### src/rtl/epcs_flash_responder.sv
// epcs_flash_responder
//
// Slave end of an EPCS serial-flash link, as driven by the Qsys EPCS flash
// controller. It decodes the read-class commands READ (0x03), RDSR (0x05) and
// RES (0xAB), and serves READ data from a generic byte-wide memory read port.
// All logic runs on clk_clk. The EPCS pins are oversampled, so clk_clk must
// run at least 8x faster than iDclk.
//
// Optional feature macro: EPCS_RESP_FAST_READ_EN
//   When defined, FAST_READ (0x0B) is decoded as address, then one dummy
//   byte, then data.
//   When undefined, 0x0B is treated like any other unknown command.
//
// Ports:
//   clk_clk        system clock
//   reset_reset_n  synchronous active-low reset
//   iDclk          EPCS serial clock from the master (asynchronous)
//   iSce           chip select, active low (asynchronous)
//   iSdi           master-to-flash serial data (asynchronous)
//   oData0         flash-to-master serial data
//   oData0_oe      pad output enable for oData0
//   oMem_addr      byte read address
//   oMem_rd        one-cycle read strobe
//   iMem_rdata     read data
//   iMem_valid     read data valid, at most 2 clk after oMem_rd
//   oUnderrun      sticky: a data byte was needed before it had arrived
//   oCmd           last decoded command byte (debug)

module epcs_flash_responder #(
  parameter int         ADDR_W     = 24,
  parameter logic [7:0] SILICON_ID = 8'h14,
  parameter logic [7:0] STATUS_VAL = 8'h00
) (
  input  logic              clk_clk,
  input  logic              reset_reset_n,
  input  logic              iDclk,
  input  logic              iSce,
  input  logic              iSdi,
  output logic              oData0,
  output logic              oData0_oe,
  output logic [ADDR_W-1:0] oMem_addr,
  output logic              oMem_rd,
  input  logic [7:0]        iMem_rdata,
  input  logic              iMem_valid,
  output logic              oUnderrun,
  output logic [7:0]        oCmd
);

  typedef enum logic [2:0] {IDLE, CMD, ADDR, DUMMY, DATA, STATUS, ID, IGNORE} stateT;

  localparam logic [7:0] CMD_READ = 8'h03;
  localparam logic [7:0] CMD_RDSR = 8'h05;
  localparam logic [7:0] CMD_RES  = 8'hAB;
`ifdef EPCS_RESP_FAST_READ_EN
  localparam logic [7:0] CMD_FAST = 8'h0B;
`endif

  stateT       state, nextState;
  logic [1:0]  dclkSync, sceSync, sdiSync;
  logic        dclkHist, sceHist, sdiHist;
  logic [4:0]  bitCnt;
  logic [22:0] shiftIn;
  logic [23:0] rxWord;
  logic [2:0]  outBit;
  logic [7:0]  outShift;
  logic [7:0]  bufByte;
  logic        bufValid;
  logic [1:0]  pendCnt, dropCnt, pendAfter;
  logic [7:0]  byteOut;
  logic [4:0]  dummyLast;
  logic        deselect, rise, fall;
  logic        cmdDone, addrDone, dummyDone, firstRd, boundary, prefetch;
  logic        memAccept, memUse, underrunNow;
`ifdef EPCS_RESP_FAST_READ_EN
  logic        fastRead;
`endif

  // The chip is released as soon as the synchronized sce sample goes high.
  // A frame starts only once the history sample agrees that sce is low.
  // Data is taken from the history stage, which holds the value present
  // just before the detected dclk rise.
  assign deselect = sceSync[1] | sceHist;
  assign rise     = dclkSync[1] & ~dclkHist & ~deselect;
  assign fall     = ~dclkSync[1] & dclkHist & ~deselect;
  assign rxWord   = {shiftIn, sdiHist};

`ifdef EPCS_RESP_FAST_READ_EN
  assign dummyLast = fastRead ? 5'd7 : 5'd23;
`else
  assign dummyLast = 5'd23;
`endif

  // Reads return in order. Returns queued behind an underrun belong to a
  // byte that was already replaced by 0xFF, so they are dropped. This keeps
  // the address sequence aligned with the bytes that go out.
  assign memAccept   = iMem_valid && (pendCnt != 2'd0);
  assign memUse      = memAccept && (dropCnt == 2'd0);
  assign pendAfter   = pendCnt - 2'(memAccept);
  assign underrunNow = prefetch && !bufValid && !memUse;

  // Select the byte that starts at the next byte boundary.
  always_comb begin
    byteOut = 8'hFF;
    case (state)
      STATUS:  byteOut = STATUS_VAL;
      ID:      byteOut = SILICON_ID;
      default: begin
        if (bufValid)    byteOut = bufByte;
        else if (memUse) byteOut = iMem_rdata;
      end
    endcase
  end

  // State register.
  always_ff @(posedge clk_clk) begin
    if (!reset_reset_n) state <= IDLE;
    else                state <= nextState;
  end

  // Next-state decode and the per-cycle control strobes.
  always_comb begin
    nextState = state;
    cmdDone   = 1'b0;
    addrDone  = 1'b0;
    dummyDone = 1'b0;
    firstRd   = 1'b0;
    boundary  = 1'b0;
    prefetch  = 1'b0;
    case (state)
      IDLE: nextState = CMD;
      CMD: if (rise && bitCnt == 5'd7) begin
        cmdDone = 1'b1;
        case (rxWord[7:0])
          CMD_READ: nextState = ADDR;
          CMD_RDSR: nextState = STATUS;
          CMD_RES:  nextState = DUMMY;
`ifdef EPCS_RESP_FAST_READ_EN
          CMD_FAST: nextState = ADDR;
`endif
          default:  nextState = IGNORE;
        endcase
      end
      ADDR: if (rise && bitCnt == 5'd23) begin
        addrDone = 1'b1;
`ifdef EPCS_RESP_FAST_READ_EN
        if (fastRead) nextState = DUMMY;
        else begin
          nextState = DATA;
          firstRd   = 1'b1;
        end
`else
        nextState = DATA;
        firstRd   = 1'b1;
`endif
      end
      DUMMY: if (rise && bitCnt == dummyLast) begin
        dummyDone = 1'b1;
`ifdef EPCS_RESP_FAST_READ_EN
        if (fastRead) begin
          nextState = DATA;
          firstRd   = 1'b1;
        end else nextState = ID;
`else
        nextState = ID;
`endif
      end
      DATA, STATUS, ID: if (fall && outBit == 3'd0) begin
        boundary = 1'b1;
        prefetch = (state == DATA);
      end
      default: ;
    endcase
    if (deselect) nextState = IDLE;
  end

  // Pin synchronizers, shifters, the read buffer and the registered outputs.
  always_ff @(posedge clk_clk) begin
    if (!reset_reset_n) begin
      dclkSync  <= 2'b00;
      dclkHist  <= 1'b0;
      sceSync   <= 2'b11;
      sceHist   <= 1'b1;
      sdiSync   <= 2'b00;
      sdiHist   <= 1'b0;
      bitCnt    <= '0;
      shiftIn   <= '0;
      outBit    <= '0;
      outShift  <= '0;
      bufByte   <= '0;
      bufValid  <= 1'b0;
      pendCnt   <= '0;
      dropCnt   <= '0;
      oData0    <= 1'b0;
      oData0_oe <= 1'b0;
      oMem_addr <= '0;
      oMem_rd   <= 1'b0;
      oUnderrun <= 1'b0;
      oCmd      <= 8'h00;
`ifdef EPCS_RESP_FAST_READ_EN
      fastRead  <= 1'b0;
`endif
    end else begin
      dclkSync  <= {dclkSync[0], iDclk};
      dclkHist  <= dclkSync[1];
      sceSync   <= {sceSync[0], iSce};
      sceHist   <= sceSync[1];
      sdiSync   <= {sdiSync[0], iSdi};
      sdiHist   <= sdiSync[1];
      oMem_rd   <= firstRd | prefetch;
      oData0_oe <= (nextState == DATA) || (nextState == STATUS) || (nextState == ID);
      if (nextState == IDLE) begin
        bitCnt   <= '0;
        outBit   <= '0;
        bufValid <= 1'b0;
        pendCnt  <= '0;
        dropCnt  <= '0;
        oData0   <= 1'b0;
      end else begin
        if (rise && (state == CMD || state == ADDR || state == DUMMY)) begin
          shiftIn <= rxWord[22:0];
          bitCnt  <= bitCnt + 5'd1;
        end
        if (cmdDone || addrDone || dummyDone) bitCnt <= '0;
        if (cmdDone) begin
          oCmd <= rxWord[7:0];
`ifdef EPCS_RESP_FAST_READ_EN
          fastRead <= (rxWord[7:0] == CMD_FAST);
`endif
        end
        if (addrDone)      oMem_addr <= rxWord[ADDR_W-1:0];
        else if (prefetch) oMem_addr <= oMem_addr + ADDR_W'(1);
        pendCnt <= pendCnt - 2'(memAccept) + 2'(firstRd | prefetch);
        dropCnt <= dropCnt - 2'(memAccept && dropCnt != 2'd0)
                           + 2'(underrunNow && pendAfter != 2'd0);
        if (boundary)    bufValid <= bufValid && memUse;
        else if (memUse) bufValid <= 1'b1;
        if (memUse) bufByte <= iMem_rdata;
        if (fall && (state == DATA || state == STATUS || state == ID)) begin
          outBit <= outBit + 3'd1;
          if (outBit == 3'd0) begin
            oData0   <= byteOut[7];
            outShift <= {byteOut[6:0], 1'b0};
          end else begin
            oData0   <= outShift[7];
            outShift <= {outShift[6:0], 1'b0};
          end
        end
        if (underrunNow) oUnderrun <= 1'b1;
      end
    end
  end

endmodule
### config.mk
export PLATFORM = sky130hd
export DESIGN_NAME = epcs_flash_responder
export DESIGN_NICKNAME = d
export VERILOG_FILES = /design/src/rtl/epcs_flash_responder.sv
export SDC_FILE = /design/constraint.sdc
export NUM_CORES = 1
export LEC_CHECK = 0
export CAP_MARGIN = 10
export CELL_PAD_IN_SITES_DETAIL_PLACEMENT = 0
export CELL_PAD_IN_SITES_GLOBAL_PLACEMENT = 1
export CORE_ASPECT_RATIO = 1.5
export CORE_MARGIN = 2
export CORE_UTILIZATION = 40
export CTS_BUF_LIST = sky130_fd_sc_hd__clkbuf_4
export DETAILED_ROUTE_END_ITERATION = 12
export PLACE_DENSITY_LB_ADDON = 0.1
export SETUP_SLACK_MARGIN = 0.2
export SLEW_MARGIN = 40
export SYNTH_ARGS = -nofsm -noshare
export SYNTH_HDL_FRONTEND = slang
export SYNTH_SLANG_ARGS = --single-unit
### constraint.sdc
create_clock -name clk_clk -period 2.75 [get_ports clk_clk]
set_input_delay 0.275 -clock clk_clk [delete_from_list [all_inputs] [get_ports clk_clk]]
set_output_delay 0.275 -clock clk_clk [all_outputs]
set_load 0.02 [all_outputs]
==> metrics.cfg <==
[logic_synthesis]
syn_nets = 544
synth_compound_area_share_pct = 16.7
synth-seq-area-share_pct = 44.4
synth_edf_count = 0
synth_xor_area_share_pct = 6.28
synth_mux_area_share_pct = 2.02
synth_ff_type = dfxtp_1
syn_inst = 522
async_flop_share_pct = 0
synth-simple-area-share_pct = 24.5
synth_top_family_by_area = simple AND/OR/NAND/NOR gates
syn_area_um2 = 4460
synth.distinct_cells = 48
syn_area_per_cell_um2 = 8.55
synth_fa_ha_area_share_pct = 2.47
ys_warn_count = 0
ys_ff_latch = 99

[final_layout]
multiInputGateArea_um2 = 2370
final_util_pct = 50.2
n_fill_cell = 1125
final_common_cell = dfxtp_1
area.sequential_um2 = 1980
final_cell_mix = 97 x dfxtp_1, 83 x nand2_1, 48 x clkdlybuf4s50_1
num-nets-final = 603
drive_gt1_share_pct = 11.3
area_growth_pct = 23.0

[sta]
skew_ps = 14.5
clock.fmax_mhz = 391
min_period_ps = 2560
finalSetupTns_ps = 0
setup_violations = 0
period_share_pct = 93.0
worst_slack_ps = 191
finalHoldViolCount = 0
worstMarginPinSlew_ps = 764
final_max_slew_viol_count = 0
grt_setup_unrepaired = yes
fin_hold_ws_ps = 250
slew_headroom_pct = 48.9

[pwr]
power_density_nw_per_um2 = 465
cellInternalPower_uw = 2020
power.total_uw = 2550
leakage_uw = 0.00191
power_frac_seq_pct = 56.6
switching_share_pct = 20.7
vdd_drop_max_v = 0.000237
p_clk_share_pct = 41.0
p_comb_share_pct = 2.4
switchingPower_uw = 529

[cts]
clock_path_buffers = 2
root_buffer = clkbuf_4
h-tree-depth = 3
cts_tree = built
clock_sinks = 99
clk_pin_slew_ps = 150
insertion_delay_ps = 460
postCtsHoldBufs = 0
numCtsBuffers = 9

[place]
dpl.hpwl_um = 7430
place_congestion = 0.783
pre_cts_slack_ps = 15.0
port-buffer-count = 49

[route]
routed_via_density = 5.15
ant_nets = 0
vias = 3778
drc = 0
wirelength_um = 10600
wl_per_cell_um = 14.5
drtIter0Drc = 172
dr.pass1.iters = 4

[floorplanning]
rows = 47
die_h_um = 133
fp.dieArea_um2 = 12000
io_pins = 50
core_um2 = 10900
start_util_pct = 40.8
dieWidth_um = 90.2

[global_routing]
grtUsageTotal_pct = 18.2
gr-total-overflow = 0
antenna_found_initial = 1
grt_pass1_vias = 3609
grt_pass1_wl_um = 17700
grt_max_degree = 46

[critical_path]
cp-end-kind = flop
slowest_stage = or4b_4
crit_chain = inv_2 -> ha_4 -> or4b_4 -> or3_4 -> nor3_4 -> nand2_1 -> ha_1 -> inv_1 -> ha_2 -> xor2_2 -> xnor2_1 -> nor2_1
path_class = flop to flop
cp.required_ps = 3120
start_kind = flop
slowest_delay_ps = 470
cp_max_fo = 2
cp.arrival_ps = 2930

[status]
outcome = finished, final reports clean

[min_path]
min_path_type = input port to flop

[job]
drv_cap = 0

## cells by family (layout without fill, tap and decap cells)
kind of cell	Yosys count	after routing
DFF	99	99
adders and majority gates	9	9
buffers and inverters	41	105
AOI/OAI and AO/OA	119	119
other	0	1
and+or+nand+nor	213	213
xor gates and xnor gates	32	32
muxes	9	9
## critical path, delay by kind of cell, from the launching register on
kind	cells	cell delay, ps
adder cells (fa/ha/maj)	3	590
AND/OR/NAND/NOR	5	1110
buffers and inverters	2	130
flip-flops	1	350
XOR/XNOR	2	300
## layout make-up
type,instances,share of cell area (%)
Clock inverter,7,2.55
Inverter,12,0.821
Antenna cell,1,0.0456
Sequential cell,99,36.2
Multi-Input combinational cell,382,43.2
Tap cell,147,3.35
Timing Repair Buffer,77,12.7
Clock buffer,9,1.23
## path summary, 6_finish.rpt
kind            startpoint           to  slack, ps  depth (start not counted)
max              outBit[1]   dropCnt[1]        190                         12
min          reset_reset_n  shiftIn[14]        250                          2
max reg2reg      outBit[1]   dropCnt[1]        190                         12
min reg2reg     sdiSync[0]   sdiSync[1]        450                          1
## power groups by stage
stage | registers (uW) | logic, uW | clock network, uW
final | 1440 | 61.0 | 1050
after global routing | 1440 | 68.0 | 1130
after CTS | 1440 | 62.1 | 1080
after detailed placement | 1470 | 61.8 | 0
after global placement | 1470 | 62.2 | 0
after floorplan | 1470 | 32.2 | 0
## per-stage QoR
stage	instances	instance area [um^2]
CTS	732	5470
floorplan	522	4460
detailed placement	710	5180
global placement	710	5180
finish	734	5490
global route	734	5490
## layer usage
metal	wire length (um)	global-route usage [%]	share of wire, %
met5	0	0	0
met4	157	6.32	1.5
met3	305	3.45	2.9
met2	5570	33.5	53
met1	4580	21.0	43
## state kept, by name, summed over array words and instances, names as in the netlist, 2 cells and up
| signal | cells |
|---|---|
| outShift | 7 |
| sdiSync | 2 |
| state | 3 |
| sceSync | 2 |
| pendCnt | 2 |
| outBit | 3 |
| oCmd | 8 |
| bitCnt | 5 |
| bufByte | 8 |
| shiftIn | 23 |
| oMem_addr | 24 |
| dropCnt | 2 |
| dclkSync | 2 |
## repair_timing
item,4_1_cts,5_1_grt
buffers inserted,6,1
setup endpoints to repair,2,3
gates resized for setup,10,2
endpoints found under the hold margin,0,0
pin swaps,8,6
## cells in the mapped netlist, types with 5 or more instances
library cell,n,area (um^2)
o21ai_0,34,170
nor2_1,23,86.3
inv_1,12,45.0
nand2_1,83,312
xor2_1,25,219
o311ai_0,8,70.1
xnor2_1,7,61.3
nand2b_1,12,75.1
clkbuf_1,27,101
dfxtp_1,99,1980
mux2i_1,9,90.1
nor3_1,7,35.0
a31oi_1,5,31.3
nor2b_1,12,75.1
nand4_1,17,106
nand3_1,22,110
ha_1,8,100
a21boi_0,33,248
and2_1,9,56.3
a21oi_1,29,145
Note: power is estimated with default switching activity, not from simulation.
